**src/rtl/vga_sync_if.sv**
```systemverilog
// vga_sync_if: bundle of the VGA timing outputs produced by vga_sync.
//
// Signals
//   p_tick   : one-clk-wide pixel-rate enable (1 in 4 clk cycles)
//   x        : current horizontal count, 0 .. H_TOTAL-1
//   y        : current vertical count,   0 .. V_TOTAL-1
//   video_on : high while (x, y) lies in the visible area
//   hsync    : horizontal sync, active-low
//   vsync    : vertical sync, active-low
//
// Modports
//   master : timing generator side (drives every signal)
//   slave  : consumer side (video pipeline, DAC, bench)
interface vga_sync_if;

    logic       p_tick;
    logic [9:0] x;
    logic [9:0] y;
    logic       video_on;
    logic       hsync;
    logic       vsync;

    modport master (
        output p_tick,
        output x,
        output y,
        output video_on,
        output hsync,
        output vsync
    );

    modport slave (
        input p_tick,
        input x,
        input y,
        input video_on,
        input hsync,
        input vsync
    );

endinterface

```
**src/rtl/vga_sync.sv**
```systemverilog
// vga_sync: VGA raster timing generator.
//
// A 2-bit divider turns the 100 MHz system clock into a 25 MHz pixel enable.
// The horizontal counter advances once per pixel enable and wraps at H_TOTAL;
// the vertical counter advances on each horizontal wrap and wraps at V_TOTAL.
// video_on, hsync and vsync are registered from the next-state counter values
// so they change on the same edge as x/y and never lag them.
//
// Ports
//   clk    : system clock, all state on its rising edge
//   reset  : synchronous, active-low reset
//   sync_o : vga_sync_if.master carrying p_tick, x, y, video_on, hsync, vsync
module vga_sync #(
    parameter int unsigned H_DISPLAY = 640,
    parameter int unsigned H_FRONT   = 16,
    parameter int unsigned H_SYNC    = 96,
    parameter int unsigned H_BACK    = 48,
    parameter int unsigned V_DISPLAY = 480,
    parameter int unsigned V_FRONT   = 10,
    parameter int unsigned V_SYNC    = 2,
    parameter int unsigned V_BACK    = 33
) (
    input  logic       clk,
    input  logic       reset,
    vga_sync_if.master sync_o
);

    localparam int unsigned H_TOTAL = H_DISPLAY + H_FRONT + H_SYNC + H_BACK;
    localparam int unsigned V_TOTAL = V_DISPLAY + V_FRONT + V_SYNC + V_BACK;

    // 10-bit copies of the boundaries so every comparison is width-matched.
    localparam logic [9:0] HMax       = 10'(H_TOTAL - 1);
    localparam logic [9:0] VMax       = 10'(V_TOTAL - 1);
    localparam logic [9:0] HDisp      = 10'(H_DISPLAY);
    localparam logic [9:0] VDisp      = 10'(V_DISPLAY);
    localparam logic [9:0] HSyncStart = 10'(H_DISPLAY + H_FRONT);
    localparam logic [9:0] HSyncEnd   = 10'(H_DISPLAY + H_FRONT + H_SYNC - 1);
    localparam logic [9:0] VSyncStart = 10'(V_DISPLAY + V_FRONT);
    localparam logic [9:0] VSyncEnd   = 10'(V_DISPLAY + V_FRONT + V_SYNC - 1);

    logic [1:0] div_q, div_d;
    logic [9:0] x_q, x_d;
    logic [9:0] y_q, y_d;
    logic       p_tick_q, p_tick_d;
    logic       video_on_q, video_on_d;
    logic       hsync_q, hsync_d;
    logic       vsync_q, vsync_d;
    logic       adv;

    // Counters only move in the divider's last phase; p_tick is that phase
    // registered, so it is high in the cycle where the new x is visible.
    assign adv = (div_q == 2'd3);

    always_comb begin
        div_d    = div_q + 2'd1;
        x_d      = x_q;
        y_d      = y_q;
        p_tick_d = adv;

        if (adv) begin
            if (x_q == HMax) begin
                x_d = '0;
                y_d = (y_q == VMax) ? '0 : y_q + 10'd1;
            end else begin
                x_d = x_q + 10'd1;
            end
        end

        // Decode from next-state counters so outputs align with x/y.
        video_on_d = (x_d < HDisp) && (y_d < VDisp);
        hsync_d    = !((x_d >= HSyncStart) && (x_d <= HSyncEnd));
        vsync_d    = !((y_d >= VSyncStart) && (y_d <= VSyncEnd));
    end

    always_ff @(posedge clk) begin
        if (!reset) begin
            div_q      <= '0;
            x_q        <= '0;
            y_q        <= '0;
            p_tick_q   <= 1'b0;
            video_on_q <= 1'b0;
            hsync_q    <= 1'b1;
            vsync_q    <= 1'b1;
        end else begin
            div_q      <= div_d;
            x_q        <= x_d;
            y_q        <= y_d;
            p_tick_q   <= p_tick_d;
            video_on_q <= video_on_d;
            hsync_q    <= hsync_d;
            vsync_q    <= vsync_d;
        end
    end

    assign sync_o.p_tick   = p_tick_q;
    assign sync_o.x        = x_q;
    assign sync_o.y        = y_q;
    assign sync_o.video_on = video_on_q;
    assign sync_o.hsync    = hsync_q;
    assign sync_o.vsync    = vsync_q;

endmodule

```
**src/flat_wrapper.sv**
```systemverilog
// flat-port wrapper written by rule: the top's interface ports become plain ports
module vga_sync_flat 
#(
    parameter int unsigned H_DISPLAY = 640,
    parameter int unsigned H_FRONT   = 16,
    parameter int unsigned H_SYNC    = 96,
    parameter int unsigned H_BACK    = 48,
    parameter int unsigned V_DISPLAY = 480,
    parameter int unsigned V_FRONT   = 10,
    parameter int unsigned V_SYNC    = 2,
    parameter int unsigned V_BACK    = 33
)
  (clk, reset, sync_o_p_tick, sync_o_x, sync_o_y, sync_o_video_on, sync_o_hsync, sync_o_vsync);
  vga_sync_if sync_o_i ();
  input  logic clk;
  input  logic reset;
  output wire logic [$bits(sync_o_i.p_tick)-1:0] sync_o_p_tick;
  output wire logic [$bits(sync_o_i.x)-1:0] sync_o_x;
  output wire logic [$bits(sync_o_i.y)-1:0] sync_o_y;
  output wire logic [$bits(sync_o_i.video_on)-1:0] sync_o_video_on;
  output wire logic [$bits(sync_o_i.hsync)-1:0] sync_o_hsync;
  output wire logic [$bits(sync_o_i.vsync)-1:0] sync_o_vsync;
  assign sync_o_p_tick = sync_o_i.p_tick;
  assign sync_o_x = sync_o_i.x;
  assign sync_o_y = sync_o_i.y;
  assign sync_o_video_on = sync_o_i.video_on;
  assign sync_o_hsync = sync_o_i.hsync;
  assign sync_o_vsync = sync_o_i.vsync;
  vga_sync #(.H_DISPLAY(H_DISPLAY), .H_FRONT(H_FRONT), .H_SYNC(H_SYNC), .H_BACK(H_BACK), .V_DISPLAY(V_DISPLAY), .V_FRONT(V_FRONT), .V_SYNC(V_SYNC), .V_BACK(V_BACK)) u_core (.clk(clk), .reset(reset), .sync_o(sync_o_i));
endmodule
```
**config.mk**
```make
export PLATFORM = sky130hd
export DESIGN_NAME = vga_sync_flat
export DESIGN_NICKNAME = d
export VERILOG_FILES = /design/src/rtl/vga_sync_if.sv /design/src/rtl/vga_sync.sv /design/src/flat_wrapper.sv
export SDC_FILE = /design/constraint.sdc
export NUM_CORES = 1
export LEC_CHECK = 0
export ABC_AREA = 1
export ABC_CLOCK_PERIOD_IN_PS = 2500
export CAP_MARGIN = 20
export CORE_MARGIN = 10
export CORE_UTILIZATION = 52
export CTS_CLUSTER_SIZE = 40
export DETAILED_ROUTE_END_ITERATION = 8
export PLACE_DENSITY = 0.79
export SLEW_MARGIN = 20
export SYNTH_ARGS = -nofsm -noshare
export SYNTH_HDL_FRONTEND = slang
export SYNTH_SLANG_ARGS = --single-unit
```
**constraint.sdc**
```tcl
create_clock -name clk -period 2.5 [get_ports clk]
set_clock_uncertainty 0.2 [all_clocks]
set_input_delay 0.375 -clock clk [delete_from_list [all_inputs] [get_ports clk]]
set_output_delay 0.375 -clock clk [all_outputs]
set_load 0.05 [all_outputs]
```
==> run_results.csv <==
group,metric,value,unit
critical_path,cp_data_required_time,1.92,ns
finish,area_growth,23.3,%
synthesis,ys_warn_count,0,
sta,relSlewSlack,64.3,%
sta,setup-violations-final,0,
synthesis,synth_area,1470,µm²
global_route,overflow,0,
placed_design,dpl.hpwl,2780,µm
synthesis,yosys.area_share.simple,43.9,%
detailed_routing,drtIter0Drc,190,
cts,cts_resized,0,
run,max-cap-violations,0,
global_route,grt_pass1_vias,1407,
cts,tritoncts,"done",
floorplanning,design.core.area,2730,µm²
critical_path,rr_worst_depth,10,
worst_hold_path,min_path_type,"register to register",
detailed_routing,post-route-drc-count,0,
sta,rsz0062_at_grt,"no",
floorplanning,ioPinCount,26,
sta,min_period_over_period,91.8,%
finish,final_nets,261,
pwr,p_per_area,420,nW/µm²
detailed_routing,routed_via_density,5.24,
synthesis,syn-num-nets,233,
synthesis,yosysMostFrequentCell,"nand2_1",
critical_path,regToRegEndpoint,"u_core.sync_o.y[8]",
floorplanning,die_h,73.1,µm
synthesis,muxShareOfSynthArea,0,%
detailed_routing,dr.pass1.iters,4,
detailed_routing,wl,3590,µm
synthesis,synth.distinct_cells,24,
sta,slew_violations,0,
cts,cts_hold_buffers,0,
detailed_routing,wl_per_cell,12.6,µm
floorplanning,start_util,53.6,%
cts,post_cts_buffers,0,
global_route,antenna_found_initial,0,
pwr,fin_total_pwr,760,µW
cts,clockBufferDepth,2,
synthesis,netlist_top_cells_area,"dfxtp_1 (35%), nand2_1 (16%), nor2_1 (8.7%)",
cts,htree_levels,1,
global_route,grt_pass1_wl,6270,µm
synthesis,synth_compound_area_share,5.63,%
cts,cts_buffers,3,
worst_hold_path,min_delay_path_depth,1,
synthesis,syn_area_per_cell,6.46,µm²
critical_path,cpMaxStageDelayCell,"clkdlybuf4s50_1",
critical_path,max_stage_delay,0.87,ns
critical_path,worst-path-buf-inv,1,
synthesis,synth_edf_count,0,
finish,drive_gt1_share,7.09,%
worst_hold_path,hp-start,"u_core.div_q[0]",
sta,worst_pin_slew,0.534,ns
sta,fin_ws,0.206,ns
synthesis,synth_ff_type,"dfxtp_1",
sta,hold_violations,0,
synthesis,netlist_instances,227,
critical_path,crit_family,"buffers and inverters",
critical_path,reg2reg_slack,0.36,ns
floorplanning,die_w,73.1,µm
sta,tns,0,ns
placed_design,gp_congestion,0.875,
floorplanning,row_count,19,
critical_path,crit_type,"register to output pin",
critical_path,path_cells,"clkdlybuf4s50_1",
pwr,ir_drop,0.363,mV
synthesis,yosys-top-cells-count,"nand2_1 (61), nor2_1 (34), inv_1 (32)",
pwr,p_leak,0.000822,µW
critical_path,end_kind,"output pin",
cts,clock-root-buffer,"clkbuf_4",
synthesis,synth_fa_ha_area_share,3.41,%
synthesis,synth_top_cell_by_area,"dfxtp_1",
detailed_routing,vias,1493,
critical_path,startpoint_type,"register",
global_route,grt_use_total,14.1,%
synthesis,async_reset_ff_share,0,%
synthesis,synth_top_cell_area_share,35.5,%
finish,antenna_cells,0,
critical_path,timing.rr.start,"u_core.sync_o.x[0]",
placed_design,portBuffers,25,
synthesis,ys_seq_elements,26,
synthesis,ys_seq_area_share,35.5,%
synthesis,synth_top_family_by_area,"simple AND/OR/NAND/NOR gates",
cts,clk_pin_slew,0.15,ns
status,outcome,"completed",
detailed_routing,postRouteAntennaNets,0,
placed_design,dp_slack,0.424,ns
global_route,grt_max_degree,16,
critical_path,arrival,1.72,ns
cts,cts.sinks,26,
cts,clock_latency,0.33,ns
synthesis,synth_xor_area_share,1.79,%
sta,fmaxAchievable,436,MHz
sta,fin_crit,2.29,ns
worst_hold_path,min_to,"u_core.div_q[0]",
critical_path,critPathMaxFanout,9,
floorplanning,die_area,5340,µm²
## metrics by stage
step / instance area (µm²) / util [%] / hold WS [ns] / cells
CTS: 1810 / 66.1 / 0.235 / 285
global route: 1810 / 66.1 / 0.255 / 285
floorplan: 1470 / - / 0.199 / 227
detailed placement: 1760 / 64.2 / 0.214 / 281
finish: 1810 / 66.1 / 0.231 / 285
global placement: 1760 / 64.2 / 0.212 / 281
## state kept, by name, indices dropped and copies added (netlist names)
name and flops:
u_core.sync_o.x 10, u_core.sync_o.video_on 1, u_core.sync_o.p_tick 1, u_core.div_q 2, u_core.sync_o.y 10, u_core.sync_o.vsync 1, u_core.sync_o.hsync 1
## area by class of cell
| class | instances | area (µm²) |
|---|---|---|
| Fill cell | 253 | 926 |
| Clock inverter | 1 | 30.0 |
| Inverter | 34 | 128 |
| Timing Repair Buffer | 27 | 265 |
| Clock buffer | 3 | 22.5 |
| Multi-Input combinational cell | 163 | 803 |
| Tap cell | 31 | 38.8 |
| Sequential cell | 26 | 520 |
## metal layers
metal	vias to the layer above	wire (µm)	GRT usage (%)
li1	769	-	-
met1	643	1610	18.7
met2	67	1500	20.6
met3	14	355	3.95
met4	0	128	6.12
met5	-	0	0
## where the power goes
part / total [µW] / leakage, µW / switching (µW) / internal, µW
combinational: 39.5 / 0.000584 / 27.9 / 11.6
sequential: 423 / 0.000210 / 3.49 / 420
clock: 297 / 0.0000279 / 135 / 162
## cell families after synthesis
kind of cell | Yosys count
simple gates | 142
compound gates | 14
xor+xnor | 3
fa+ha+maj | 4
flops | 26
buf+inv | 38
## cell usage in the layout, fill, tap and decap left out
cell type	synthesis	routed
a211oi_1	1	1
and2_1	1	1
inv_2	2	2
xnor2_1	2	2
nand4_2	1	1
nor2_2	4	4
nor2_4	2	2
ha_1	4	4
nand3_1	24	24
nand4_1	7	7
xor2_1	1	1
o2111a_1	1	1
nand3b_1	2	2
buf_4	0	2
nand2_1	61	61
dfxtp_1	26	26
o21ai_2	1	1
nor2_1	34	34
o21ai_0	2	2
inv_1	32	32
nand2_2	1	1
clkdlybuf4s50_1	0	25
a21oi_1	9	9
nor3_1	4	4
nor3_4	1	1
bufinv_16	0	1
clkbuf_4	0	3
## worst max-delay path by stage
stage / startpoint / endpoint / depth (start not counted)
CTS: u_core.sync_o.y[5] / sync_o_y[5] / 1
global route: u_core.sync_o.x[0] / u_core.sync_o.vsync / 10
detailed placement: u_core.sync_o.x[0] / u_core.sync_o.vsync / 10
floorplan: u_core.sync_o.x[0] / u_core.sync_o.vsync / 10
finish: u_core.sync_o.y[5] / sync_o_y[5] / 1
global placement: u_core.sync_o.x[0] / u_core.sync_o.y[8] / 10
Power figures use the tool's default switching activity.
